<file path="src/rtl/shot_sequencer.sv">
`default_nettype none
// ============================================================================
//  Module      : shot_sequencer
//  Description : Possession / shot-clock sequencer with BCD scorekeeping.
//  Revision    : 1.0 - initial release
// ============================================================================
module shot_sequencer #(
    parameter int BUZZ_TICKS = 2,
    parameter int FLIGHT_TMO = 4
) (
    input  logic       CLK100MHZ,
    input  logic       rst_n,
    input  logic       start,
    input  logic       tick_1hz,
    input  logic       clk_zero,
    input  logic       shot_fire,
    input  logic       shot_done,
    input  logic       shot_made,
    input  logic       three_pt,
    input  logic       score_clr,
    output logic       clk_load,
    output logic       clk_run,
    output logic       buzzer,
    output logic       violation,
    output logic [3:0] score_s1,
    output logic [3:0] score_s0,
    output logic [2:0] state
);

    typedef enum logic [2:0] {
        S_IDLE   = 3'd0,
        S_LOAD   = 3'd1,
        S_RUN    = 3'd2,
        S_FLIGHT = 3'd3,
        S_VIOL   = 3'd4
    } state_t;

    // A counter equal to "last" while a tick arrives is the tick that expires it.
    localparam logic [3:0] c_buzz_last   = 4'(BUZZ_TICKS - 1);
    localparam logic [3:0] c_flight_last = 4'(FLIGHT_TMO - 1);

    state_t     r_state;
    logic       r_three_pt;
    logic [3:0] r_flight_cnt;
    logic [3:0] r_buzz_cnt;
    logic [3:0] r_s1;
    logic [3:0] r_s0;

    state_t     w_state_nxt;
    logic       w_fire_accept;
    logic       w_score_add;
    logic [3:0] w_pts;
    logic [3:0] w_units;
    logic [3:0] w_s1_nxt;
    logic [3:0] w_s0_nxt;

    always_comb begin
        w_state_nxt   = r_state;
        w_fire_accept = 1'b0;
        w_score_add   = 1'b0;
        case (r_state)
            S_IDLE: begin
                if (start) w_state_nxt = S_LOAD;
            end
            S_LOAD: begin
                w_state_nxt = S_RUN;
            end
            S_RUN: begin
                if (start) begin
                    w_state_nxt = S_LOAD;
                end else if (shot_fire) begin
                    w_state_nxt   = S_FLIGHT;
                    w_fire_accept = 1'b1;
                end else if (clk_zero) begin
                    w_state_nxt = S_VIOL;
                end
            end
            S_FLIGHT: begin
                if (shot_done) begin
                    if (shot_made) begin
                        w_state_nxt = S_IDLE;
                        w_score_add = 1'b1;
                    end else begin
                        w_state_nxt = S_LOAD;
                    end
                end else if (tick_1hz && (r_flight_cnt == c_flight_last)) begin
                    w_state_nxt = S_LOAD;
                end
            end
            S_VIOL: begin
                if (tick_1hz && (r_buzz_cnt == c_buzz_last)) w_state_nxt = S_IDLE;
            end
            default: begin
                w_state_nxt = S_IDLE;
            end
        endcase
    end

    // Units digit never exceeds 9+3, so 4-bit arithmetic is sufficient.
    always_comb begin
        w_pts   = r_three_pt ? 4'd3 : 4'd2;
        w_units = r_s0 + w_pts;
        if (w_units > 4'd9) begin
            w_s0_nxt = w_units - 4'd10;
            w_s1_nxt = (r_s1 == 4'd9) ? 4'd0 : (r_s1 + 4'd1);
        end else begin
            w_s0_nxt = w_units;
            w_s1_nxt = r_s1;
        end
    end

    always_ff @(posedge CLK100MHZ) begin
        if (!rst_n) begin
            r_state      <= S_IDLE;
            r_three_pt   <= 1'b0;
            r_flight_cnt <= 4'd0;
            r_buzz_cnt   <= 4'd0;
            r_s1         <= 4'd0;
            r_s0         <= 4'd0;
            clk_load     <= 1'b0;
            clk_run      <= 1'b0;
            buzzer       <= 1'b0;
            violation    <= 1'b0;
        end else begin
            r_state   <= w_state_nxt;
            clk_load  <= (w_state_nxt == S_LOAD);
            clk_run   <= (w_state_nxt == S_RUN);
            buzzer    <= (w_state_nxt == S_VIOL);
            violation <= (w_state_nxt == S_VIOL);

            if (w_fire_accept) r_three_pt <= three_pt;

            // Counters hold zero outside their state, so they start clean on entry.
            if ((r_state == S_FLIGHT) && (w_state_nxt == S_FLIGHT)) begin
                if (tick_1hz) r_flight_cnt <= r_flight_cnt + 4'd1;
            end else begin
                r_flight_cnt <= 4'd0;
            end

            if ((r_state == S_VIOL) && (w_state_nxt == S_VIOL)) begin
                if (tick_1hz) r_buzz_cnt <= r_buzz_cnt + 4'd1;
            end else begin
                r_buzz_cnt <= 4'd0;
            end

            if ((r_state == S_IDLE) && score_clr) begin
                r_s1 <= 4'd0;
                r_s0 <= 4'd0;
            end else if (w_score_add) begin
                r_s1 <= w_s1_nxt;
                r_s0 <= w_s0_nxt;
            end
        end
    end

    assign state    = r_state;
    assign score_s1 = r_s1;
    assign score_s0 = r_s0;

endmodule
`default_nettype wire

</file>
<file path="config.mk">
export PLATFORM = sky130hd
export DESIGN_NAME = shot_sequencer
export DESIGN_NICKNAME = d
export VERILOG_FILES = /design/src/rtl/shot_sequencer.sv
export SDC_FILE = /design/constraint.sdc
export NUM_CORES = 1
export LEC_CHECK = 0
export ABC_CLOCK_PERIOD_IN_PS = 4830
export BUFFER_PORTS_ARGS = -buffer_cell sky130_fd_sc_hd__clkbuf_2
export CAP_MARGIN = 20
export CORE_UTILIZATION = 30
export CTS_CLUSTER_DIAMETER = 80
export DETAILED_ROUTE_END_ITERATION = 6
export MAX_ROUTING_LAYER = met4
export PLACE_DENSITY = 0.56
export SYNTH_ARGS = -nofsm -noshare
export SYNTH_HDL_FRONTEND = slang
export SYNTH_SLANG_ARGS = --single-unit
</file>
<file path="constraint.sdc">
create_clock -name CLK100MHZ -period 4.83 [get_ports CLK100MHZ]
set_clock_uncertainty 0.05 [all_clocks]
set_input_delay 0.483 -clock CLK100MHZ [delete_from_list [all_inputs] [get_ports CLK100MHZ]]
set_output_delay 0.483 -clock CLK100MHZ [all_outputs]
set_load 0.02 [all_outputs]
</file>
======== Word-level counts from Yosys, hierarchy flattened ========
Index checks and enable logic that the tools add are counted.
cells by class
  multiplexer cells ....................... 18
  bitwise logic cells ..................... 1
  $add $sub $neg .......................... 5
  div/mod/pow operators ................... 0
  reduce and logical (&&, ||, !) cells .... 10
  shifts and indexed selects .............. 0
  multiply operators ...................... 0
  $lt $le $gt $ge ......................... 1
  eq/ne operators ......................... 11
operators with widths
  kind                                                             count
  3-bit 2-to-1 mux                                                 7
  3-bit case mux with 5 select lines                               1
  4-bit by 1-bit adder with 4-bit output, second input constant    3
  3-bit by 2-bit == test with 1-bit output, second input constant  4
  1-bit 2-to-1 mux                                                 8
  4-bit 2-to-1 mux                                                 2
  3-bit by 1-bit == test with 1-bit output, second input constant  2
  3-bit == test, second input constant                             2
  2-bit AND reduction                                              3
  1-bit logical AND                                                5
  4-bit by 2-bit adder with 4-bit output                           1
  4-bit by 1-bit == test with 1-bit output, second input constant  1
  4-bit by 2-bit == test with 1-bit output, second input constant  1
  4-bit == test, second input constant                             1
  4-bit greater-than comparator, second input constant             1
  4-bit subtractor, second input constant                          1
  3-bit zero test                                                  1
  2-bit OR reduction                                               1
  1-bit NOT                                                        1
storage, ports and cells
  input bits .............................. 10
  output and inout port bits .............. 15
  flip-flop bits (word level) ............. 23
  bits in writable memories ............... 0
  memories ................................ 0
  latch bits .............................. 0
  ROM bits ................................ 0
  word-level logic and storage cells ...... 55

======== Logic depth before layout (Yosys ltp) ========
  depth after elaboration ................. 8
  mapped depth ............................ 8
  depth with buffers taken out ............ 8

======== Worst setup path after synthesis ========
Ideal clock, no wire load.
  kind .................................... flip-flop to flip-flop
  start point ............................. register r_s0[0], in the netlist score_s0[0]
  end point ............................... register r_s0[2], in the netlist score_s0[2]
  path slack .............................. 2,947 ps
  stages on the path, launching flop included .. 9
  setup time .............................. 115 ps
  required time ........................... 4,665 ps
  path buffers ............................ 0
  clock period less this slack ............ 1,883 ps
  arrival ................................. 1,718 ps
  path through ............................ dfxtp_1 > ha_1 > inv_1 > ha_1 > xnor2_1 > inv_1 > ha_1 > a31oi_1 > and3_1
on the way
  word-level cells in the longest chain between the ends .. 3
  elaborated cells on any way between the ends .. 4
  classes of those cells .................. 2 x add/sub; 1 x order compare; 1 x mux
RTL lines
  element                                                            RTL line  RTL
  from (decl)                                                        47        logic [3:0] r_s0;
  from (signal assigned)                                             151       r_s0 <= w_s0_nxt;
  4-bit by 2-bit adder with 4-bit output *                           102       w_units = r_s0 + w_pts;
  4-bit subtractor or 4-bit greater-than comparator (tied branches)  104, 103
  4-bit 2-to-1 mux *                                                 103       if (w_units > 4'd9) begin
Every way passes the cells marked *; elsewhere a longest branch is shown, timed or not.
A chain may end at the register's enable or synchronous reset.

======== Worst setup path after layout ========
Same ends and word-level chain as after synthesis.

==> run metrics <==
Leak 0.000544 uW; routability cong. 0.830; fin crit share 0.388; DR pass1 iterations 4; Mapped Nets 151; chip height 64.9 um; Comb power frac 0.080; Fillers 397; Final Hold Fails 0; H-tree depth 1; register area share after synthesis 0.388; power density cells 247 mW/mm2; antenna-violating nets left 0; HP Class reg2reg; final WL 2440 um; final setup TNS 0 ps; GRT Overall Usage 0.128; most used cell, CP ha_1; maxcap violations 0; final setup vio count 0; # diodes 0; vias 1039; RR Startpoint score_s0[0]$_SDFFE_PP0P_; Setup WS pre-CTS 2960 ps; Worst-Skew Late Latency 260 ps; Yosys warning total 0; distinct cell type count after synthesis 41; Critical Path AT 1980 ps; share of post-route cells with drive strength above 1 0.196; VDD IR max 0.125 mV; largest net degree at the start of global routing 13; I/O pin cnt 25; commonest non-fill, non-tap cell in the layout clkbuf_2; clock net sink count 23; CP bufs+invs 2; Post-Syn Area 0.00119 mm2; predominant post-synthesis flop cell dfxtp_1; initial core utilization 0.320; initial antenna violation count 0; unrepaired setup endpoints after global routing false; Final min period 1870 ps; post-synthesis average cell area 8.80 um2; reg-to-reg critical path endpoint score_s0[2]$_SDFFE_PP0P_; CP peak stage delay 350 ps; Min-Delay Path Depth 2; Critical Path Sink Type flop; actual slew at the worst max-slew pin 794 ps; Gate Count Post-Synth 135; Reg2Reg Setup Slack 2960 ps; EDFF count, synth 0; NumNets Final 175; first-pass GRT wire length 4080 um; I/O Buffers 24; r2r worst-path depth 8; clock buffer count from CTS 3; CP delay by family, top adder cells; kind of critical path reg2reg; Yosys reg bits 23; clock tree root buffer cell clkbuf_8; Peak Freq 534 MHz; Max Root-Sink Buffers 2; Site Rows 22; Required @ worst endpoint 4940 ps; Core Region 0.00372 mm2; Die Area 0.00421 mm2; vias in the first global route 949; Max-slew headroom 0.465; CTS tree done; clock power share 0.346; Final Cell Area 0.00138 mm2; CP Launch Type flop; CP max FO 4; sequential power share 0.574; worst-path cell chain ha_1 -> inv_1 -> ha_1 -> xnor2_1 -> inv_1 -> ha_1 -> a31oi_1 -> and3_1; CTS Hold Bufs 0; Post-CTS Setup Bufs 0; grt ovf 0; Fin Hold WS 432 ps; hold path start score_s0[0]$_SDFFE_PP0P_; Detail Placement HPWL 1890 um; DRC Markers 0; dpl cell area 0.00134 mm2; status completed; NetSw 79.4 uW; Total Power 341 uW; Switching Share 0.233; area grow syn2layout 16.4%; Chip Width 64.9 um; slowest CP cell dfxtp_1; 1st-iter DRT viols 83; wire per inst 11.8 um; count of pins over their slew limit 0; highest-count cells in the layout ignoring fill and taps clkbuf_2 (24), dfxtp_1 (23), nor2_1 (19), nand2_1 (10); Worst Hold Path EP score_s0[0]$_SDFFE_PP0P_; Worst-path clk slew 80 ps; Cell Int Power 262 uW; Async SR Flop Fraction 0; Vias/cell 5.04; Post-CTS Resized 0; worst setup margin 2960 ps
## through the flow
stage	util	cells
2_1_floorplan	-	135
3_3_place_gp	0.360	202
3_5_place_dp	0.360	202
4_1_cts	0.372	206
5_1_grt	0.372	206
6_report	0.372	206
## worst reg2reg max path, cell delays in order (launching register included)
cell and delay, ps:
dfxtp_1 350, ha_1 170, inv_1 50, ha_1 190, xnor2_1 270, inv_1 110
ha_1 290, a31oi_1 70, and3_1 220
## power by group through the flow
stage          combinational [uW]  sequential, uW  clock [uW]
4_1_cts                      27.5             196         124
2_1_floorplan                16.8             201           0
3_3_place_gp                 27.3             200           0
6_report                     27.4             196         118
5_1_grt                      30.0             196         132
3_5_place_dp                 27.4             200           0
## synth_stat cells, types with 3 or more instances
library cell | number | share of area
dfxtp_1 | 23 | 0.39
nor2_1 | 19 | 0.060
nand2_1 | 10 | 0.032
a21oi_1 | 8 | 0.034
inv_1 | 8 | 0.025
ha_1 | 6 | 0.063
xor2_1 | 5 | 0.037
nand3_1 | 4 | 0.017
nand4_1 | 4 | 0.021
a31oi_1 | 3 | 0.016
buf_4 | 3 | 0.019
mux2i_1 | 3 | 0.025
o21ai_0 | 3 | 0.013
xnor2_1 | 3 | 0.022
## layout make-up
| cell class | count | area (um2) | share of cell area |
|---|---|---|---|
| sequential | 23 | 460 | 0.333 |
| timing repair buffer | 24 | 120 | 0.0869 |
| tap | 48 | 60.1 | 0.0434 |
| inverter | 8 | 30.0 | 0.0217 |
| multi-input combinational | 99 | 667 | 0.482 |
| clock buffer | 4 | 45.0 | 0.0326 |
## how the worst max path moves through the flow
stage / depth (start not counted) / end / start
after floorplan: 8 / score_s0[2]$_SDFFE_PP0P_ / score_s0[0]$_SDFFE_PP0P_
after global placement: 8 / score_s0[2]$_SDFFE_PP0P_ / score_s0[0]$_SDFFE_PP0P_
after detailed placement: 8 / score_s0[2]$_SDFFE_PP0P_ / score_s0[0]$_SDFFE_PP0P_
after CTS: 8 / score_s0[2]$_SDFFE_PP0P_ / score_s0[0]$_SDFFE_PP0P_
after global routing: 8 / score_s0[2]$_SDFFE_PP0P_ / score_s0[0]$_SDFFE_PP0P_
final: 8 / score_s0[2]$_SDFFE_PP0P_ / score_s0[0]$_SDFFE_PP0P_
## layer usage
layer,part of all wire,vias to the layer above,track usage
li1,-,528,-
met2,0.48,31,0.210
met3,0.051,2,0.0440
met5,0,-,-
met1,0.47,478,0.151
met4,0.0057,0,0.0278
## state kept, by name (all words and copies together), names as in the netlist
name	flops
r_flight_cnt	4
clk_run	1
violation	1
r_buzz_cnt	4
clk_load	1
state	3
score_s1	4
score_s0	4
r_three_pt	1
## logic make-up (layout without fill, tap and decap cells)
kind of cell    Yosys count  count (layout)  synth area share
compound gates           29              29             0.174
simple gates             52              52             0.227
buf+inv                  13              36            0.0506
mux                       3               3            0.0253
fa+ha+maj                 6               6            0.0632
flops                    23              23             0.388
xor+xnor                  9               9            0.0727
(Power assumes the default switching activity.)
